File: src/rtl/gamepad_responder.sv
// rtl/gamepad_responder.sv - controller end of the (S)NES serial pad link
module gamepad_responder #(
  parameter bit ACTIVE_LOW  = 1'b1,
  parameter bit FILL_LEVEL  = 1'b0,
  parameter int TIMEOUT     = 4800,
  parameter int LOG_TIMEOUT = $clog2(TIMEOUT)
) (
  input  logic        clk,
  input  logic        rst,
  input  logic        pad_latch,
  input  logic        pad_clk,
  output logic        pad_data,
  input  logic [15:0] buttons,
  input  logic        buttons_we,
  output logic        busy,
  output logic [4:0]  bit_cnt,
  output logic        frame_done,
  output logic        timeout,
  output logic        extra_clk
);

  typedef enum logic [1:0] {S_IDLE, S_LATCHED, S_SHIFTING, S_DONE} state_t;

  state_t                 state, state_n;
  logic [15:0]            hold;
  logic [15:0]            sh, sh_n;
  logic [4:0]             cnt_n;
  logic [LOG_TIMEOUT-1:0] to_cnt, to_n;
  logic                   fd_n, tmo_n, xc_n;
  logic [15:0]            load_val;

  logic latch_s1, latch_s2, latch_s3;
  logic clk_s1, clk_s2, clk_s3;
  logic latch_rise, latch_fall, clk_ok;

  assign latch_rise = latch_s2 & ~latch_s3;
  assign latch_fall = ~latch_s2 & latch_s3;
  // Console clock edges only count while the latch is low.
  assign clk_ok     = clk_s2 & ~clk_s3 & ~latch_s2;
  assign load_val   = ACTIVE_LOW ? ~hold : hold;

  // Two-flop synchronisers plus a previous-value stage for edge detection.
  always_ff @(posedge clk) begin
    if (rst) begin
      {latch_s1, latch_s2, latch_s3} <= 3'b000;
      {clk_s1, clk_s2, clk_s3}       <= 3'b000;
    end else begin
      {latch_s1, latch_s2, latch_s3} <= {pad_latch, latch_s1, latch_s2};
      {clk_s1, clk_s2, clk_s3}       <= {pad_clk, clk_s1, clk_s2};
    end
  end

  // Button hold register; written at any time, only copied into sh while latched.
  always_ff @(posedge clk) begin
    if (rst) hold <= 16'h0000;
    else if (buttons_we) hold <= buttons;
  end

  // Frame state, shift register, counters and registered outputs.
  always_ff @(posedge clk) begin
    if (rst) begin
      state      <= S_IDLE;
      sh         <= 16'h0000;
      bit_cnt    <= 5'd0;
      to_cnt     <= '0;
      pad_data   <= 1'b1;
      busy       <= 1'b0;
      frame_done <= 1'b0;
      timeout    <= 1'b0;
      extra_clk  <= 1'b0;
    end else begin
      state      <= state_n;
      sh         <= sh_n;
      bit_cnt    <= cnt_n;
      to_cnt     <= to_n;
      pad_data   <= (state_n == S_IDLE) ? 1'b1 : sh_n[0];
      busy       <= (state_n == S_LATCHED) || (state_n == S_SHIFTING);
      frame_done <= fd_n;
      timeout    <= tmo_n;
      extra_clk  <= xc_n;
    end
  end

  // Next-state logic; a latch rise overrides everything, including a clock edge.
  always_comb begin
    state_n = state;
    sh_n    = sh;
    cnt_n   = bit_cnt;
    to_n    = to_cnt;
    fd_n    = 1'b0;
    tmo_n   = 1'b0;
    xc_n    = 1'b0;
    if (latch_rise) begin
      state_n = S_LATCHED;
      sh_n    = load_val;
      cnt_n   = 5'd0;
      to_n    = '0;
    end else begin
      case (state)
        S_IDLE: begin
          cnt_n = 5'd0;
          to_n  = '0;
        end
        S_LATCHED: begin
          sh_n  = load_val;
          cnt_n = 5'd0;
          to_n  = '0;
          if (latch_fall) state_n = S_SHIFTING;
        end
        S_SHIFTING: begin
          if (clk_ok) begin
            sh_n  = {FILL_LEVEL, sh[15:1]};
            cnt_n = bit_cnt + 5'd1;
            to_n  = '0;
            if (bit_cnt == 5'd15) begin
              fd_n    = 1'b1;
              state_n = S_DONE;
            end
          end else if (to_cnt == LOG_TIMEOUT'(TIMEOUT - 1)) begin
            tmo_n   = 1'b1;
            state_n = S_IDLE;
            cnt_n   = 5'd0;
            to_n    = '0;
          end else begin
            to_n = to_cnt + LOG_TIMEOUT'(1);
          end
        end
        S_DONE: begin
          if (clk_ok) xc_n = 1'b1;
        end
        default: state_n = S_IDLE;
      endcase
    end
  end

endmodule

File: config.mk
export PLATFORM = sky130hd
export DESIGN_NAME = gamepad_responder
export DESIGN_NICKNAME = d
export VERILOG_FILES = /design/src/rtl/gamepad_responder.sv
export SDC_FILE = /design/constraint.sdc
export NUM_CORES = 1
export LEC_CHECK = 0
export CAP_MARGIN = 20
export CORE_MARGIN = 2
export CORE_UTILIZATION = 48
export CTS_BUF_LIST = sky130_fd_sc_hd__clkbuf_16
export CTS_CLUSTER_DIAMETER = 60
export CTS_CLUSTER_SIZE = 14
export DETAILED_ROUTE_END_ITERATION = 8
export GPL_TIMING_DRIVEN = 0
export PLACE_DENSITY = 0.7
export SKIP_LAST_GASP = 1
export SYNTH_ARGS = -nofsm -noshare
export SYNTH_HDL_FRONTEND = slang
export SYNTH_SLANG_ARGS = --single-unit
export TNS_END_PERCENT = 20
File: constraint.sdc
create_clock -name clk -period 6 [get_ports clk]
set_input_delay 1.2 -clock clk [delete_from_list [all_inputs] [get_ports clk]]
set_output_delay 1.2 -clock clk [all_outputs]
set_load 0.02 [all_outputs]
---- After elaboration in Yosys (flattened, before gate mapping) ----
Cells that the tools add are included.
word-level totals
  bits of input ports ..................... 21
  output and inout port bits .............. 10
  register bits after elaboration ......... 63
  logic and storage cells ................. 70
cells by class
  add/sub/neg operators ................... 2
  mux-type cells .......................... 18
  reduce and logical (&&, ||, !) cells .... 13
  bitwise operators ....................... 11
  equal/unequal tests ..................... 9
operators with widths
  cell                                            number
  2-to-1 mux 16 bit                               2
  case mux 16 bit (2 select lines)                1
  2-to-1 mux 13 bit                               2
  case mux 13 bit (2 select lines)                1
  NOT 16 bit                                      1
  adder 13 x 1 -> 13 bit (second input constant)  1
  == test 13 bit (second input constant)          1
  2-to-1 mux 2 bit                                5
  2-to-1 mux 5 bit                                2
  case mux 5 bit (2 select lines)                 1
  OR reduction 4 bit                              2
  == test 2 bit (second input constant)           3
  inequality test 3 bit (second input constant)   2
  NOT 1 bit                                       6
  OR reduction 2 bit                              3
  adder 5 x 1 -> 5 bit (second input constant)    1
  == test 5 x 4 -> 1 bit (second input constant)  1
  bitwise AND 1 bit                               4
  == test 2 x 1 -> 1 bit (second input constant)  2
  logical NOT 2 bit                               2
  case mux 2 bit (2 select lines)                 1
  AND reduction 2 bit                             2
  2-to-1 mux 1 bit                                3
  nonzero test 3 bit                              1
  3 further kinds                                 3

---- Logic depth before layout (Yosys ltp) ----
Gate-level depths: netlist of the first run.
  depth in word-level cells ............... 8
  gate-level depth with buffers ........... 9
  depth with buffers taken out ............ 9

---- Least setup slack after synthesis of the first run ----
OpenSTA, ideal clock, no wires.
  kind .................................... input port to flip-flop
  start point ............................. in buttons_we
  end point ............................... reg hold[0]
  path slack .............................. 3,808 ps
  stages .................................. 4
  buffers on the path ..................... 2
  arrival time ............................ 2,064 ps
  cell sequence ........................... clkbuf_1 buf_2 mux2i_1 nor2_1
RTL lines
  what                  RTL line  RTL
  from (decl)           14        input logic buttons_we,
  to (signal assigned)  56        else if (buttons_we) hold <= buttons;
  to (decl)             25        logic [15:0] hold;

---- Final worst setup path of the first run ----
  start point ............................. reg bit_cnt[0]
  end point ............................... out bit_cnt[0]
RTL lines
  what                    RTL line  RTL
  from (decl)             16        output logic [4:0] bit_cnt,
  from (signal assigned)  74        bit_cnt <= cnt_n;
No word-level cell between the ends.

==> results.md, run 1 <==
- Status: finished, final reports clean
- Placer Congestion: 0.812
- Placed Area: approximately 0.0032 sq mm
- IO Pins: 31
- Full die area: 0.00647 sq mm
- Yosys top cell area share: 0.450
- Crit end category: output pin
- Sink Count: 63
- Area of the mapped netlist: around 0.0028 sq mm
- Actual slew at the worst max-slew pin: 0.490 ns
- Top_reg_cell synth: dfxtp_1
- CP cell instances: clkdlybuf4s50_1
- Post-Route WL: approximately 6000 microns
- Global Route Usage Sum: 0.203
- Vias in the first global route: 2223
- Antenna cells: 0
- Commonest cells after routing, fill and taps aside: dfxtp_1, nor2_1, clkdlybuf4s50_1
- Syn Nets: 332
- Maximum vdd drop: 260 uV
- # rows: 27
- Syn Area/Cell: 9.22 sq um
- GR Overflow Total: 0
- Drt pass-1 iters: 4
- Synth area leader: dfxtp_1
- Yosys reg bits: 63
- Final Setup Violations: 0
- Crit-path max FO: 5
- Drt wl/cell: 14.3 microns
- Worst path slowest cell: clkdlybuf4s50_1
- Total negative slack: 0 ns
- CORE AREA: 0.00557 sq mm
- Global-route wire length before repair: 10100 microns
- YS warnings: 0
- Max Cap Viol: 0
- Max Buffers Root-to-Sink: 2
- Pwr per Cell Area: 312 mW/mm^2
- Worst Path Buf+Inv: 1
- Hold Vio Cnt, Final: 0
- Min cycle time layout: 2.56 ns
- Clk_lat worst skew: 0.32 ns
- Largest net degree at the start of global routing: 11
- H-Tree Depth: 3
- Initial antenna violation count: 0
- Number of nets still failing antenna checks after routing: 0
- Mapped Cells: 304
- DR iter-0 viols: around 110
- Nets@finish: 372
- Slew Limit Fails: 0
- Finished Cell Area: 0.00351 sq mm
- Final Skew: between 0.005 and 0.006 ns
- Clk root buf: clkbuf_16
- CTS tree: yes
- CP max stage delay: between 0.6 and 0.7 ns
- Post-synth EDFFs: 0
- Via Count: 2338
- CTS Hold Bufs: 0
- Peak Freq: around 0.4 GHz
- Cells after DPL: 405
- Worst path required time: 4.80 ns
- Most common cell after layout, fill and taps aside: dfxtp_1
- CTS buffer count: 9
- Sequential-to-total area share from yosys stat: 0.450
- Worst-path clk slew: 0.05 ns
- Unrepaired setup endpoints after global routing: false
- Layout area overhead: 25.2%
- Leak pwr: 1.40 nW
- Initial Util: 0.503
- Power Total: roughly 1.1 mW
- Post-CTS Setup Bufs: 0
- Layout cell share with drive strength beyond 1: 0.0891
- Resize count post-CTS: 0
- Post-layout util: 0.630
- Die Height: 80.4 microns
- Critical path class: reg -> out
- WP data arrival: 1.36 ns
- Startpoint Class: flip-flop
- Async set-reset flop share out of synthesis: 0
- Period utilisation layout: 0.427
- Die X-Extent: a little over 80 microns
- DP HPWL: 4100 microns
- Headroom to the max-slew limit: 0.673
- Port buffer count: 29
- DR DRC count: 0
- Critical path's top delay family: buffers and inverters
- Top post-synthesis cells by area: dfxtp_1, mux2i_1, a221oi_1, nor2_1, nor3_1
- Yosys cell types: 45
- Vias/cell: 5.57
- Worst hold path class: reg -> reg
- Post-Layout Cell Count: 420
==> cell families (layout without fill, tap and decap cells) <==
logic type	after synthesis	after routing	share of synthesized area
AOI/OAI and AO/OA	47	47	0.134
xor gates and xnor gates	10	10	0.0313
adders and majority gates	7	7	0.0312
buffers and inverters	40	84	0.0594
DFF	63	63	0.450
muxes	16	16	0.0571
and+or+nand+nor	121	121	0.237
==> synth_stat cells, types with 2 or more instances <==
| library cell | count |
|---|---|
| a21o_1 | 2 |
| nand2b_1 | 3 |
| clkbuf_1 | 9 |
| o21ai_0 | 3 |
| a32oi_1 | 2 |
| nor2b_1 | 11 |
| a211o_1 | 4 |
| nand2_1 | 7 |
| xor2_1 | 8 |
| nor2_1 | 37 |
| mux2i_1 | 16 |
| buf_4 | 2 |
| and4b_1 | 2 |
| a31oi_1 | 3 |
| dfxtp_1 | 63 |
| a21oi_1 | 6 |
| nand3_1 | 8 |
| nor3b_2 | 3 |
| nor4_1 | 3 |
| nand4_1 | 6 |
| xnor2_1 | 2 |
| ha_1 | 7 |
| buf_2 | 7 |
| and3_1 | 6 |
| nor3_1 | 26 |
| o311ai_0 | 2 |
| and4_1 | 2 |
| inv_1 | 22 |
| a221oi_1 | 16 |
==> stage by stage <==
| step | setup slack, ns | hold slack, ns |
|---|---|---|
| after floorplan | 3.81 | 0.414 |
| after global placement | 3.33 | 0.418 |
| after detailed placement | 3.34 | 0.424 |
| after CTS | 3.42 | 0.436 |
| after global routing | 3.39 | 0.460 |
| final | 3.44 | 0.436 |
==> final timing paths <==
path | slack, ns | cells after the start | startpoint | end
setup reg to reg | 3.74 | 7 | to_cnt[0]$_SDFFE_PP0P_ | busy$_SDFF_PP0_
hold reg to reg | 0.44 | 1 | clk_s1$_SDFF_PP0_ | clk_s2$_SDFF_PP0_
hold / removal | 0.44 | 1 | clk_s1$_SDFF_PP0_ | clk_s2$_SDFF_PP0_
setup / recovery | 3.44 | 1 | bit_cnt[0]$_SDFFE_PP0P_ | bit_cnt[0]
==> routing by layer <==
metal	GRT usage	up-vias	wire, microns
met5	0	-	0
met4	0.0729	0	59
met3	0.0573	6	253
met2	0.341	42	2930
met1	0.247	1120	2780
li1	-	1170	-
==> final cells by class <==
class / instances / area [sq um]
inverter: 22 / 82.6
clock buffer: 9 / 225
tap: 72 / 90.1
timing repair buffer: 29 / 290
clock inverter: 6 / 101
multi-input combinational: 201 / 1380
sequential: 63 / 1260
buffer: 18 / 83.8
fill: 498 / 2060
==> power by group <==
part           leakage [nW]  switching (mW)  internal, mW
clock network         0.162           0.174         0.398
logic                 0.722          0.0396        0.0372
registers             0.514         0.00965         0.437
total                  1.40           0.224         0.872
==> registers in the layout, summed over array words and instances, names as in the netlist <==
signal	cells
clk_s1	1
latch_s2	1
state	2
latch_s3	1
bit_cnt	5
clk_s3	1
extra_clk	1
busy	1
frame_done	1
hold	16
latch_s1	1
clk_s2	1
to_cnt	13
timeout	1
pad_data	1
sh	16
(Power assumes the default switching activity.)
==> run 2, diff against run 1 <==
--- a/config.mk
+++ b/config.mk
@@ -13,7 +13,7 @@
 export CTS_CLUSTER_SIZE = 14
 export DETAILED_ROUTE_END_ITERATION = 8
 export GPL_TIMING_DRIVEN = 0
-export PLACE_DENSITY = 0.7
+export PLACE_DENSITY = 0.72
 export SKIP_LAST_GASP = 1
 export SYNTH_ARGS = -nofsm -noshare
 export SYNTH_HDL_FRONTEND = slang
==> constraint.sdc (replaced) <==
create_clock -name clk -period 2.27 [get_ports clk]
set_input_delay 0.454 -clock clk [delete_from_list [all_inputs] [get_ports clk]]
set_output_delay 0.454 -clock clk [all_outputs]
set_load 0.02 [all_outputs]
==> run 2 against run 1 <==
Net effect: first-iteration DRC count increased by 17%; sequential share of layout area about the same; die area unchanged; wire length decreased by 2.7%; final cell count increased by 0.71%; core utilization about the same; flip-flop and latch count unchanged; largest cell class unchanged; global-route usage decreased by 0.19 points; critical path depth increased by 6; cell area about the same; register-to-register slack got worse by 3.6 ns.
==> results.md, run 2 (synthesis results as in run 1) <==
- Actual slew at the worst max-slew pin: 0.514 ns (was 0.490 ns)
- Min cycle time layout: between 2 and 2.5 ns
- CP cell instances: ha_1 -> and4b_1 -> nand4_1 -> o2111a_1 -> o21ai_0 -> ha_1 -> nor2b_1 (was clkdlybuf4s50_1)
- Worst hold slack: 0.437 ns (was 0.436 ns)
- Worst hold path class: reg -> reg (unchanged)
- Placer Congestion: 0.813 (was 0.812)
- CTS tree: yes (unchanged)
- Full die area: 0.00647 sq mm (unchanged)
- WP data arrival: 2.36 ns (was 1.36 ns)
- Worst-path clk slew: 0.05 ns (about the same)
- Sink Count: 63 (unchanged)
- Leak pwr: 1.39 nW (was 1.40 nW)
- Antenna cells: 0 (unchanged)
- Post-layout util: 0.630 (about the same)
- Via Count: 2372 (was 2338)
- Die X-Extent: 80.4 microns (unchanged)
- Clk_lat worst skew: 0.32 ns (about the same)
- Drt wl/cell: 13.8 microns (was 14.3 microns)
- Multi-input logic area: 0.00138 sq mm (unchanged)
- DR iter-0 viols: 124 (was 106)
- Regs by FF count: hold (16), sh (16), to_cnt (13) (unchanged)
- Peak Freq: 0.463 GHz
- H-Tree Depth: 3 (unchanged)
- Period utilisation layout: 0.951
- Max Cap Viol: 0 (unchanged)
- CTS Hold Bufs: 0 (unchanged)
- Initial antenna violation count: 0 (unchanged)
- CP max stage delay: 0.38 ns (was 0.63 ns)
- Filler Cells Inserted: 500 (was 498)
- Largest net degree at the start of global routing: 12 (was 11)
- Headroom to the max-slew limit: 0.657 (was 0.673)
- Startpoint Class: flip-flop (unchanged)
- Vias/cell: 5.61 (was 5.57)
- Number of nets still failing antenna checks after routing: 0 (unchanged)
- GR Util met1: 0.251 (was 0.247)
- Crit end category: flip-flop (was output pin)
- Die Height: 80.4 microns (unchanged)
- Maximum vdd drop: 436 uV (was 260 uV)
- Drt pass-1 iters: 4 (unchanged)
- Most Frequent Cell on Critical Path: ha_1
- GR Overflow Total: 0 (unchanged)
- DP HPWL: 3960 microns (was 4100 microns)
- Final Setup Violations: 0 (unchanged)
- Global-route wire length before repair: 10000 microns (was 10100 microns)
- Final Skew: 0.00487 ns (was 0.00588 ns)
- Total negative slack: 0 ns (unchanged)
- Nets@finish: 374 (was 372)
- Worst path required time: 2.48 ns (was 4.80 ns)
- Unrepaired setup endpoints after global routing: false (unchanged)
- CORE AREA: 0.00557 sq mm (unchanged)
- Post-CTS Setup Bufs: 0 (unchanged)
- Met3 GRT Util: 0.0449 (was 0.0573)
- Pwr per Cell Area: 802 mW/mm^2 (was 312 mW/mm^2)
- DR DRC count: 0 (unchanged)
- Most common cell after layout, fill and taps aside: dfxtp_1 (unchanged)
- Slew Limit Fails: 0 (unchanged)
- Layout area overhead: 25.3% (was 25.2%)
- Port buffer count: 29 (unchanged)
- Hold Vio Cnt, Final: 0 (unchanged)
- M2 GR Usage: 0.329 (was 0.341)
- Busiest grt layer: met2 (unchanged)
- Status: finished, final reports clean (unchanged)
- Worst path slowest cell: o2111a_1 (was clkdlybuf4s50_1)
- # rows: 27 (unchanged)
- Commonest cells after routing, fill and taps aside: dfxtp_1, nor2_1, clkdlybuf4s50_1 (unchanged)
- IO Pins: 31 (unchanged)
- Layout cell share with drive strength beyond 1: 0.0997 (was 0.0891)
- Clk root buf: clkbuf_16 (unchanged)
- Global Route Usage Sum: 0.201 (was 0.203)
- Resize count post-CTS: 0 (unchanged)
- Crit-path max FO: 7 (was 5)
- Post-Route WL: 5860 microns (was 6020 microns)
- Register area: 0.00126 sq mm (unchanged)
- Max Buffers Root-to-Sink: 2 (unchanged)
- Vias in the first global route: 2188 (was 2223)
- Critical path class: reg -> reg (was reg -> out)
- Initial Util: 0.503 (unchanged)
- CTS buffer count: 9 (unchanged)
[run 2: worst max-delay path, delay by kind of cell, from the launching register on]
family,cells,cell delay (ns)
AO/OA/AOI/OAI,2,0.56
flip-flops,1,0.37
adder cells (fa/ha/maj),2,0.43
AND/OR/NAND/NOR,3,0.68
[run 2: path summary, 6_finish.rpt]
check / startpoint / to / slack, ns / cells past startpoint
setup / recovery: to_cnt[1]$_SDFFE_PP0P_ / busy$_SDFF_PP0_ / 0.11 / 7
hold reg to reg: clk_s1$_SDFF_PP0_ / clk_s2$_SDFF_PP0_ / 0.44 / 1
hold / removal: clk_s1$_SDFF_PP0_ / clk_s2$_SDFF_PP0_ / 0.44 / 1
setup reg to reg: to_cnt[1]$_SDFFE_PP0P_ / busy$_SDFF_PP0_ / 0.11 / 7
[run 2: per-layer routing]
| metal | routed length, microns | vias up |
|---|---|---|
| li1 | - | 1179 |
| met1 | 2720 | 1121 |
| met2 | 2780 | 62 |
| met3 | 270 | 10 |
| met4 | 81 | 0 |
| met5 | 0 | - |
[run 2: final cells by class]
| cell class | count | share of cell area |
|---|---|---|
| repair buffers | 31 | 0.0870 |
| flip-flops and latches | 63 | 0.359 |
| clock inverters | 7 | 0.0249 |
| inverters | 22 | 0.0235 |
| multi-input cells | 201 | 0.392 |
| clock buffers | 9 | 0.0641 |
| well taps | 72 | 0.0257 |
| plain buffers | 18 | 0.0239 |
[run 2: metrics by stage]
step / std cells / total power [mW] / worst slack [ns] / instance area, sq um
5_1_grt: 423 / 2.90 / 0.00942 / 3510
3_5_place_dp: 405 / 1.40 / 0.0903 / 3180
3_3_place_gp: 405 / 1.40 / 0.0860 / 3180
4_1_cts: 421 / 2.84 / 0.0272 / 3500
2_1_floorplan: 304 / 1.33 / 0.364 / 2800
6_report: 423 / 2.81 / 0.112 / 3510
[run 2: report_power, final]
group	switching, mW	internal (mW)
Combinational	0.103	0.0980
Clock	0.485	0.950
Sequential	0.0245	1.15
==> run 3, diff against run 2 <==
--- a/config.mk
+++ b/config.mk
@@ -15,6 +15,7 @@
 export GPL_TIMING_DRIVEN = 0
 export PLACE_DENSITY = 0.72
 export SKIP_LAST_GASP = 1
+export SLEW_MARGIN = 20
 export SYNTH_ARGS = -nofsm -noshare
 export SYNTH_HDL_FRONTEND = slang
 export SYNTH_SLANG_ARGS = --single-unit
==> results of run 3 <==
The final DEF is identical to that of run 2; final timing and power are the same.
